File: config.mk
export PLATFORM = sky130hd
export DESIGN_NAME = spi_bit_counter
export DESIGN_NICKNAME = d
export VERILOG_FILES = /design/src/rtl/spi_bit_counter.sv
export SDC_FILE = /design/constraint.sdc
export NUM_CORES = 1
export LEC_CHECK = 0
export ABC_AREA = 1
export CAP_MARGIN = 20
export CORE_MARGIN = 4
export CORE_UTILIZATION = 47
export CTS_CLUSTER_DIAMETER = 120
export DETAILED_ROUTE_END_ITERATION = 16
export PLACE_DENSITY = 0.88
export REMOVE_ABC_BUFFERS = 1
export SETUP_SLACK_MARGIN = 0.1
export SYNTH_ARGS = -nofsm -noshare
export SYNTH_HDL_FRONTEND = slang
export SYNTH_SLANG_ARGS = --single-unit
export TNS_END_PERCENT = 5
File: constraint.sdc
create_clock -name clk -period 1.56 [get_ports clk]
set_input_delay 0.312 -clock clk [delete_from_list [all_inputs] [get_ports clk]]
set_output_delay 0.312 -clock clk [all_outputs]
set_load 0.05 [all_outputs]
File: src/rtl/spi_bit_counter.sv
// SPI frame bit counter: tracks the index of the next sampled bit and
// flags the sample edge and frame completion for a shift register.
module spi_bit_counter #(
  parameter int DATA_W = 8,
  parameter int CNT_W  = $clog2(DATA_W)
) (
  input  logic             clk,
  input  logic             rst,
  input  logic             start,
  input  logic             abort,
  input  logic             cpol,
  input  logic             cpha,
  input  logic             lsbfe,
  input  logic [CNT_W-1:0] len_m1,
  input  logic             sck_rise,
  input  logic             sck_fall,
  output logic [CNT_W-1:0] bit_idx,
  output logic             sample_stb,
  output logic             busy,
  output logic             done
);

  if (DATA_W < 2 || DATA_W > 64 || (DATA_W & (DATA_W - 1)) != 0)
  begin : g_bad_data_w
    $error("DATA_W must be a power of two in 2..64");
  end

  typedef enum logic {
    S_IDLE,
    S_ACTIVE
  } state_e;

  state_e           state_q, state_d;
  logic [CNT_W-1:0] idx_q, idx_d;
  logic [CNT_W-1:0] len_q, len_d;
  logic             cpol_q, cpol_d;
  logic             cpha_q, cpha_d;
  logic             lsbfe_q, lsbfe_d;
  logic             done_q, done_d;

  logic             samp_edge;
  logic [CNT_W-1:0] end_idx;
  logic             is_last;

  // Modes 1 and 2 sample on the falling SCK edge, modes 0 and 3 on rising.
  always_comb begin
    samp_edge = (cpol_q ^ cpha_q) ? sck_fall : sck_rise;
    end_idx   = lsbfe_q ? len_q : '0;
    is_last   = (idx_q == end_idx);
  end

  always_comb begin
    state_d = state_q;
    idx_d   = idx_q;
    len_d   = len_q;
    cpol_d  = cpol_q;
    cpha_d  = cpha_q;
    lsbfe_d = lsbfe_q;
    done_d  = 1'b0;
    unique case (state_q)
      S_IDLE: begin
        if (start && !abort) begin
          state_d = S_ACTIVE;
          cpol_d  = cpol;
          cpha_d  = cpha;
          lsbfe_d = lsbfe;
          len_d   = len_m1;
          idx_d   = lsbfe ? '0 : len_m1;
        end
      end
      S_ACTIVE: begin
        if (abort) begin
          state_d = S_IDLE;
          idx_d   = '0;
        end else if (samp_edge) begin
          if (is_last) begin
            state_d = S_IDLE;
            idx_d   = '0;
            done_d  = 1'b1;
          end else if (lsbfe_q) begin
            idx_d = idx_q + CNT_W'(1);
          end else begin
            idx_d = idx_q - CNT_W'(1);
          end
        end
      end
      default: begin
        state_d = S_IDLE;
        idx_d   = '0;
      end
    endcase
  end

  always_ff @(posedge clk or negedge rst) begin
    if (!rst) begin
      state_q <= S_IDLE;
      idx_q   <= '0;
      len_q   <= '0;
      cpol_q  <= 1'b0;
      cpha_q  <= 1'b0;
      lsbfe_q <= 1'b0;
      done_q  <= 1'b0;
    end else begin
      state_q <= state_d;
      idx_q   <= idx_d;
      len_q   <= len_d;
      cpol_q  <= cpol_d;
      cpha_q  <= cpha_d;
      lsbfe_q <= lsbfe_d;
      done_q  <= done_d;
    end
  end

  assign busy       = (state_q == S_ACTIVE);
  assign sample_stb = busy & samp_edge;
  assign bit_idx    = idx_q;
  assign done       = done_q;

endmodule

==> results of run 1 <==
-- final cells by class --
cell class              instances  area [um^2]  area share, %
multi-input cells              73          415           39.1
clock buffers                   3         22.5           2.12
clock inverters                 1         5.00          0.471
inverters                      11         41.3           3.89
repair buffers                 26          284           26.7
flip-flops and latches         11          275           25.9
well taps                      15         18.8           1.77
-- metrics by stage --
step           cell area (um^2)  total power, uW  cells
3_3_place_gp                987             1270    132
3_5_place_dp                987             1310    132
5_1_grt                    1060             1660    140
6_report                   1060             1580    140
2_1_floorplan               713              935     95
4_1_cts                    1040             1540    139
-- cells by family (layout without fill, tap and decap cells) --
group,after synthesis,in the layout,share of synthesized area (%)
adders and majority gates,1,1,2.76
and+or+nand+nor,65,65,44.6
buffers and inverters,12,41,7.25
AOI/OAI and AO/OA,4,4,2.76
muxes,3,3,4.66
DFF,11,11,38.0
-- synthesized netlist by cell type (2+ instances only) --
master and instances:
dfrtp_1 11, a21oi_1 3, nand3_1 11, inv_2 6, nand3b_1 2, nand3_2 2
mux2_2 3, nand2_2 6, nor2_1 11, inv_1 5, nand2_1 29
-- layout by cell type, fill, tap and decap left out, types with 2 or more instances in the layout --
cell             count
dfrtp_1             11
inv_1                4
inv_2                7
buf_4               10
nand3b_1             2
clkbuf_4             3
nand2_2              9
nand3_1             11
nand3_2              2
nand2_1             26
a21oi_1              3
clkdlybuf4s50_1     10
buf_12               5
mux2_2               3
nor2_1              11
-- critical path: cells and delay by family (launching register included) --
kind,cells,cell delay (ps)
flip-flops,1,420
buffers and inverters,3,320
AND/OR/NAND/NOR,3,300
-- state kept, by name (all words and copies together) (netlist names) --
| signal | count |
|---|---|
| done | 1 |
| cpha_q | 1 |
| cpol_q | 1 |
| busy | 1 |
| lsbfe_q | 1 |
| bit_idx | 3 |
| len_q | 3 |
-- how the worst min path moves through the flow --
stage | startpoint | to | slack [ps] | cells past startpoint
after floorplan | rst | bit_idx[0] | 20 | 0
after global placement | len_q[2] | len_q[2] | 530 | 1
after detailed placement | len_q[0] | len_q[0] | 540 | 1
after CTS | rst | len_q[1] | 390 | 1
after global routing | rst | cpol_q | 410 | 1
final | rst | len_q[1] | 360 | 1
-- routing by layer --
layer / GRT usage [%] / up-vias / wire length, um
met3: 4.21 / 5 / 100
met1: 22.8 / 343 / 790
li1: - / 365 / -
met5: 0 / - / 0
met4: 10.5 / 0 / 42
met2: 33.7 / 27 / 996
-- power by group through the flow --
stage / logic, uW / clock network [uW] / registers [uW]
finish: 931 / 209 / 439
global route: 999 / 217 / 446
CTS: 897 / 210 / 434
detailed placement: 867 / 0 / 439
global placement: 834 / 0 / 436
floorplan: 374 / 0 / 561
-- what timing repair did --
action	CTS	global route
pin swaps	3	1
buffers inserted	3	1
gates resized for setup	3	4
setup endpoints to repair	1	2
==> impl_results.md, run 1 <==
* Gate count of the mapped netlist at between 90 and 100
* Synth top area share at around 38%
* Failing checks: negative setup slack
* Pleak at ~0.00053 uW
* Clock Skew at 5.18 ps
* Worst-margin pin slew at 500 ps
* Antenna-violating nets left at 0
* Flops & latches, synth at 11
* Seq pwr share at 27.8%
* Syn-to-layout area delta at 46.6%
* Crit path capture: sample_stb
* Max rail drop VDD at 1010 uV
* Predominant post-synthesis flop cell: dfrtp_1
* Post-synth EDFFs at 0
* Clock-pin slew on the worst setup and hold paths at 80 ps
* YS warnings at 0
* Worst R2R Setup Slack at around 160 ps
* CTS Root Buffer Type: clkbuf_4
* Antenna diodes at 0
* Grt ovf at 0
* Netlist Area Pre-Place at 724 um^2
* Port Buffers at 17
* CP Launch Point: cpha_q
* Fmax at 612 MHz
* Final HPWL from detailed placement at ~1.4 mm
* Syn avg cell area at 7.55 um^2
* Switching power at about 720 uW
* Initial antenna violation count at 0
* R2r startpoint: cpha_q
* Layout Nets at 139
* Place WS at -84.4 ps
* Global-route wire length before repair at 3.07 mm
* Top cell by count, worst path: inv_2
* Worst r2r dst: bit_idx[2]
* Clock sinks at 11
* CP startpoint kind: flip-flop
* Layout cells sized above 1 at between 30% and 40%
* Outcome: finished, violations left
* Clock Latency Late Sink at about 280 ps
* Vias in the first global route at 738
* Final hold violation count at 0
* Starting DRC count in detailed routing at 18
* Period utilisation layout at 105%
* Min Clock Period, post-route at 1640 ps
* Critical path type: flip-flop to output port
* First-pass iteration count of the detailed router at 4
* Crit-path cells: inv_2 > nand2_2 > nand3b_1 > nand3_2 > inv_2 > buf_12
* CTS tree: built
* Count of final setup violators at 1
* Worst-path fanout max at 3
* Cts bufs inserted at 3
* Std-Cell Rows at 13
* Crit-path slowest cell: dfrtp_1
* Clock Power Share at 13.3%
* Starting Density at 52.4%
* Switching part of the total at 45.4%
* Maxcap violations at 0
* P per Cell Area at 1490 nW/um^2
* Via Count at 740
* Largest net degree at the start of global routing at 12
* Arr. time, crit path at between 1000 and 1500 ps
* Hold Crit Class: input port to asynchronous set/reset pin
* RSZ-0062 raised after global routing: yes
* Post-synthesis cell type count at 18
* Final core utilization at 76.8%
* Fin. max-slew vios at 0
* DRT Wirelength at 1.93 mm
* Die Y-Extent at 47.3 um
* Wire length per cell at 13.8 um
* GRT Overall Usage at 19.7%
* Die ar. at 2230 um^2
* Sequential element share of the synthesized area at 38.0%
* Relative slew slack at 66.6%
* Worst r2r path cells at 9
* Setup WS post-layout at -75.2 ps
* I/O pin total at 18
* Fillcell total at just over 90
* Clock buffer depth at 2
* Async S/R FF share, synth at 100%
* CORE AREA at 1380 um^2
* CP Data Required Time at 1250 ps
* Synth area leaders: dfrtp_1 38%, nand2_1 15%, nand3_1 7.6%
* Largest area contributor in the netlist: dfrtp_1
* Crit. End Element: output port
* Comb power frac at 59.0%
* Routability cong. at 0.819
* Die width at 47.3 um
* Via density at approximately 5.3
* Pint at 862 uW
* Slowest stage delay, CP at between 400 and 500 ps
* Drt drc at 0
* Hold_ws at ~360 ps
* Setup_tns at -75.2 ps
* Hold_buf cts at 0
* H-tree levels at 1
No activity file was read; power rests on OpenSTA's default activity.
==> run 2: changes to the inputs <==
--- a/config.mk
+++ b/config.mk
@@ -8,10 +8,10 @@
 export ABC_AREA = 1
 export CAP_MARGIN = 20
 export CORE_MARGIN = 4
-export CORE_UTILIZATION = 47
+export CORE_UTILIZATION = 40
 export CTS_CLUSTER_DIAMETER = 120
 export DETAILED_ROUTE_END_ITERATION = 16
-export PLACE_DENSITY = 0.88
+export PLACE_DENSITY = 0.78
 export REMOVE_ABC_BUFFERS = 1
 export SETUP_SLACK_MARGIN = 0.1
 export SYNTH_ARGS = -nofsm -noshare
==> run 2 against run 1 <==
The flow still finishes with violations (negative setup slack). Routed wire length decreased by 12%. Cell count up 8.6%. Sequential power about the same. Critical path type unchanged. Critical endpoint unchanged. Largest cell class unchanged. Largest power group unchanged. Highest routed layer unchanged.
==> impl_results.md, run 2 (synthesized netlist as in run 1, its figures left out) <==
* Outcome: finished, violations left
* Failing checks: negative setup slack
* CTS Root Buffer Type: clkbuf_4
* Clock Latency Late Sink at between 200 and 300 ps
* Layout cells sized above 1 at approximately 36%
* Clock-pin slew on the worst setup and hold paths at approximately 70 ps
* Fillcell total at 149
* Setup WS post-layout at -63.2 ps
* Met3 routed WL at 45 um
* Critical path type: flip-flop to output port
* Drt drc at 0
* Worst R2R Setup Slack at 210 ps
* Fmax at between 600 and 700 MHz
* CP startpoint kind: flip-flop
* RSZ-0062 raised after global routing: yes
* Max rail drop VDD at 885 uV
* Starting Density at 42.0%
* Hold_ws at ~370 ps
* Global-route wire length before repair at 2.90 mm
* Antenna diodes at 0
* Largest net degree at the start of global routing at 12
* Highest routed layer: met4
* Die ar. at 2560 um^2
* Routed wl met2 at about 900 um
* Register area at between 200 and 300 um^2
* I/O pin total at 18
* Hold Crit Class: input port to asynchronous set/reset pin
* Placed Area at 992 um^2
* Cts bufs inserted at 3
* Starting DRC count in detailed routing at 12
* Routability cong. at 0.841
* Period utilisation layout at 104%
* Clock buffer depth at 2
* Die Y-Extent at 50.6 um
* Arr. time, crit path at 1310 ps
* Worst r2r path cells at 7
* Relative slew slack at around 66%
* P per Cell Area at 1440 nW/um^2
* Initial antenna violation count at 0
* Crit path capture: sample_stb
* DRT Wirelength at between 1.5 and 2 mm
* Std-Cell Rows at 15
* M1 WL at ~700 um
* Final HPWL from detailed placement at roughly 1.3 mm
* GRT Overall Usage at about 15%
* CTS tree: built
* Grt ovf at 0
* Clock Skew at 5.24 ps
* Commonest non-fill, non-tap cell in the layout: nand2_1
* Fin. max-slew vios at 0
* Worst r2r dst: bit_idx[1]
* CP Data Required Time at 1250 ps
* Worst-margin pin slew at 514 ps
* Vias in the first global route at 675
* Via density at 4.76
* H-tree levels at 1
* Min Clock Period, post-route at 1620 ps
* R2r startpoint: bit_idx[0]
* CP Launch Point: cpha_q
* Multi-input logic area at 423 um^2
* Final hold violation count at 0
* Maxcap violations at 0
* Pleak at 0.000539 uW
* Layout Nets at 141
* Count of final setup violators at 1
* First-pass iteration count of the detailed router at 4
* Via Count at 724
* Antenna-violating nets left at 0
* Worst-path fanout max at 3
* Syn-to-layout area delta at 51.8%
* Wire length per cell at 11.2 um
* Final design area excluding fillers at 1100 um^2
* Setup_tns at -63.2 ps
* Most frequent cells in the layout: 26 x nand2_1, 12 x buf_4
* Crit. End Element: output port
* Hold_buf cts at 0
* CORE AREA at roughly 1700 um^2
* Clock sinks at 11
* Port Buffers at 17
* Die width at ~51 um
==> run 2: changes by cell type in the layout (fill, tap and decap cells not counted), sizes merged <==
cell	change
buf	+2
clkbuf	+1
clkdlybuf4s50	+1
clkinv	-1
dlygate4sd2	-1
==> run 2: area by class of cell <==
cell class | count | area share, %
multi-input cells | 73 | 38.5
repair buffers | 28 | 27.3
flip-flops and latches | 11 | 25.0
inverters | 11 | 3.98
well taps | 25 | 2.84
clock buffers | 4 | 2.39
==> run 2: power breakdown <==
part,switching (uW),leakage (uW),internal [uW]
registers,81.6,0.000132,358
clock network,102,0.0000150,99.3
logic,509,0.000392,429
total,693,0.000539,887
==> run 2: per-layer routing <==
layer,vias up,global-route usage (%)
met5,-,0
met4,0,10.3
met3,4,1.78
met2,12,25.2
met1,338,18.2
li1,370,-
==> run 2: worst min-delay path by stage <==
| stage | startpoint | endpoint | slack, ps | depth (start not counted) |
|---|---|---|---|---|
| floorplan | rst | bit_idx[0] | 20 | 0 |
| CTS | rst | len_q[1] | 400 | 1 |
| global placement | len_q[0] | len_q[0] | 520 | 1 |
| detailed placement | len_q[2] | len_q[2] | 530 | 1 |
| finish | rst | len_q[2] | 370 | 1 |
| global route | rst | len_q[1] | 420 | 1 |
==> run 2: what timing repair did <==
item | CTS | global route
endpoints found under the setup margin | 1 | 2
resized for setup | 3 | 6
pin swaps | 1 | 0
setup buffers | 3 | 4
==> run 2: critical path, cell delays in order, from the launching register on <==
cell and delay [ps]:
dfrtp_1 420, inv_2 100, nand2_2 50, nand3b_1 150, nand3_4 110, inv_4 70, buf_12 130
==> run 2: through the flow <==
| step | util [%] | setup slack (ps) | power, uW | std cells |
|---|---|---|---|---|
| 6_report | 63.7 | -63.2 | 1580 | 152 |
| 5_1_grt | 63.7 | -133 | 1690 | 152 |
| 4_1_cts | 60.9 | -14.2 | 1520 | 148 |
| 3_5_place_dp | 57.5 | -72.8 | 1280 | 141 |
| 3_3_place_gp | 57.5 | -34.6 | 1270 | 141 |
| 2_1_floorplan | - | -181 | 935 | 95 |
==> run 3: changes to the inputs <==
--- a/config.mk
+++ b/config.mk
@@ -7,10 +7,11 @@
 export LEC_CHECK = 0
 export ABC_AREA = 1
 export CAP_MARGIN = 20
-export CORE_MARGIN = 4
+export CORE_MARGIN = 2
 export CORE_UTILIZATION = 40
 export CTS_CLUSTER_DIAMETER = 120
 export DETAILED_ROUTE_END_ITERATION = 16
+export GPL_ROUTABILITY_DRIVEN = 0
 export PLACE_DENSITY = 0.78
 export REMOVE_ABC_BUFFERS = 1
 export SETUP_SLACK_MARGIN = 0.1
==> run 3 against run 2 <==
Register-to-register slack lost 50 ps. The flow now finishes without violations. Power shrank 4.5%. Sequential share of layout area grew 1.5 points. Worst hold slack is essentially flat. Routed wire length shrank 2.9%. Highest routed layer unchanged. Clock-buffer cell count is the same. Final area shrank 5.6%. Cell count shrank 3.3%. Sequential power shrank 2%.
==> impl_results.md, run 3 (synthesized netlist as in run 1, its figures left out) <==
* Min Clock Period, post-route at 1550 ps
* R2r startpoint: bit_idx[0]
* CORE AREA at roughly 1700 um^2
* Hold_buf cts at 0
* Antenna-violating nets left at 0
* Drt drc at 0
* Final core utilization at 60.8%
* CTS tree: built
* Die ar. at 2170 um^2
* First-pass iteration count of the detailed router at 4
* Die Y-Extent at about 47 um
* Relative slew slack at 66.2%
* Placed Area at 1000 um^2
* Clock sinks at 11
* Starting DRC count in detailed routing at 9
* Final HPWL from detailed placement at roughly 1.4 mm
* Sum of buffers and inverters on the critical path at 3
* Via density at 4.90
* Port Buffers at 17
* Grt ovf at 0
* Hold Crit Class: input port to asynchronous set/reset pin
* Clock Latency Late Sink at 270 ps
* Fmax at 644 MHz
* Vias in the first global route at 678
* Layout Nets at 136
* Worst R2R Setup Slack at 160 ps
* Maxcap violations at 0
* Die width at 46.6 um
* DRT Wirelength at 1.66 mm
* Worst r2r path cells at 7
* Initial antenna violation count at 0
* Crit-path cells: inv_2 > nand2_2 > nand3b_1 > nand3_2 > inv_2 > buf_12
* Fillcell total at 151
* Antenna diodes at 0
* Clock buffer depth at 2
* Slowest stage delay, CP at 400 ps
* Count of final setup violators at 0
* I/O pin total at 18
* CP startpoint kind: flip-flop
* H-tree levels at 1
* RSZ-0062 raised after global routing: yes
* Layout cells sized above 1 at 31.1%
* GRT Overall Usage at 19.0%
* Period utilisation layout at 99.6%
* Final design area excluding fillers at 1040 um^2
* Cts bufs inserted at 3
* Crit. End Element: output port
* Most frequent cells in the layout: 28 x nand2_1, 11 x nand3_1, 11 x nor2_1, 11 x dfrtp_1, 11 x clkdlybuf4s50_1
* Syn-to-layout area delta at 43.4%
* Global-route wire length before repair at 2.78 mm
* Starting Density at a little over two fifths
* Clock Skew at 6.85 ps
* Arr. time, crit path at 1240 ps
* Worst-margin pin slew at 505 ps
* Worst r2r dst: bit_idx[1]
* Final Non-Filler Cells at roughly 150
* Top cell by count, worst path: inv_2
* CTS Root Buffer Type: clkbuf_4
* Pleak at 0.000508 uW
* Max rail drop VDD at 712 uV
* Largest net degree at the start of global routing at 12
* Fin. max-slew vios at 0
* Register area at 275 um^2
* P per Cell Area at 1450 nW/um^2
* Critical path type: flip-flop to output port
* DP Cell Count at 142
* CP Data Required Time at 1250 ps
* Final hold violation count at 0
* Commonest non-fill, non-tap cell in the layout: nand2_1
* Worst-path fanout max at 3
* Via Count at 720
* Setup_tns at 0 ps
* Wire length per cell at approximately 11 um
* Delay-heaviest family, CP: flip-flops
* Clock-pin slew on the worst setup and hold paths at 70 ps
* Crit-path slowest cell: dfrtp_1
* Multi-input logic area at 402 um^2
* Std-Cell Rows at 15
* Outcome: completed
==> run 3: cell types whose count changed in the layout (fill, tap and decap cells not counted) <==
cell / change
buf_4: -5
inv_4: -1
inv_1: +1
nand3_2: +1
nand2_2: -2
nand3b_2: +1
nand3_4: -1
nand3b_4: -1
nand2_1: +2
==> run 3: how the worst max path moves through the flow <==
stage / startpoint / end / slack (ps) / cells after the start
detailed placement: sck_rise / sample_stb / -10 / 5
global placement: sck_rise / sample_stb / 4 / 5
CTS: sck_rise / sample_stb / 7 / 5
floorplan: bit_idx[0] / bit_idx[2] / -180 / 7
finish: cpol_q / sample_stb / 6 / 6
global route: cpha_q / sample_stb / -70 / 6
==> run 3: final cells by class <==
type	count	share of cell area [%]
multi-input cells	73	38.7
flip-flops and latches	11	26.5
repair buffers	23	25.3
inverters	11	3.98
well taps	25	3.01
clock buffers	4	2.53
==> run 3: report_power, final <==
group | internal, uW | leakage, uW | total (uW) | switching (uW)
registers | 358 | 0.000132 | 431 | 72.8
logic | 387 | 0.000361 | 881 | 494
clock network | 99.2 | 0.0000150 | 195 | 96.3
==> run 3: per-stage QoR <==
step	hold WS (ps)	power [uW]	setup WS, ps
6_report	372	1510	6.24
5_1_grt	393	1610	-74.1
4_1_cts	393	1500	7.34
3_5_place_dp	523	1300	-12.9
3_3_place_gp	522	1270	3.78
2_1_floorplan	16.4	935	-181
==> run 3: metal layers <==
layer	share of wire, %	vias to the layer above	GRT usage, %
met1	41	343	22.6
met5	0	-	0
met4	1.9	0	8.57
li1	-	358	-
met3	3.3	4	4.31
met2	54	15	32.2
==> run 3: repair_timing <==
item	CTS	global route
resized for setup	1	2
pin swaps	0	2
buffers inserted	0	1
setup endpoints to repair	1	2
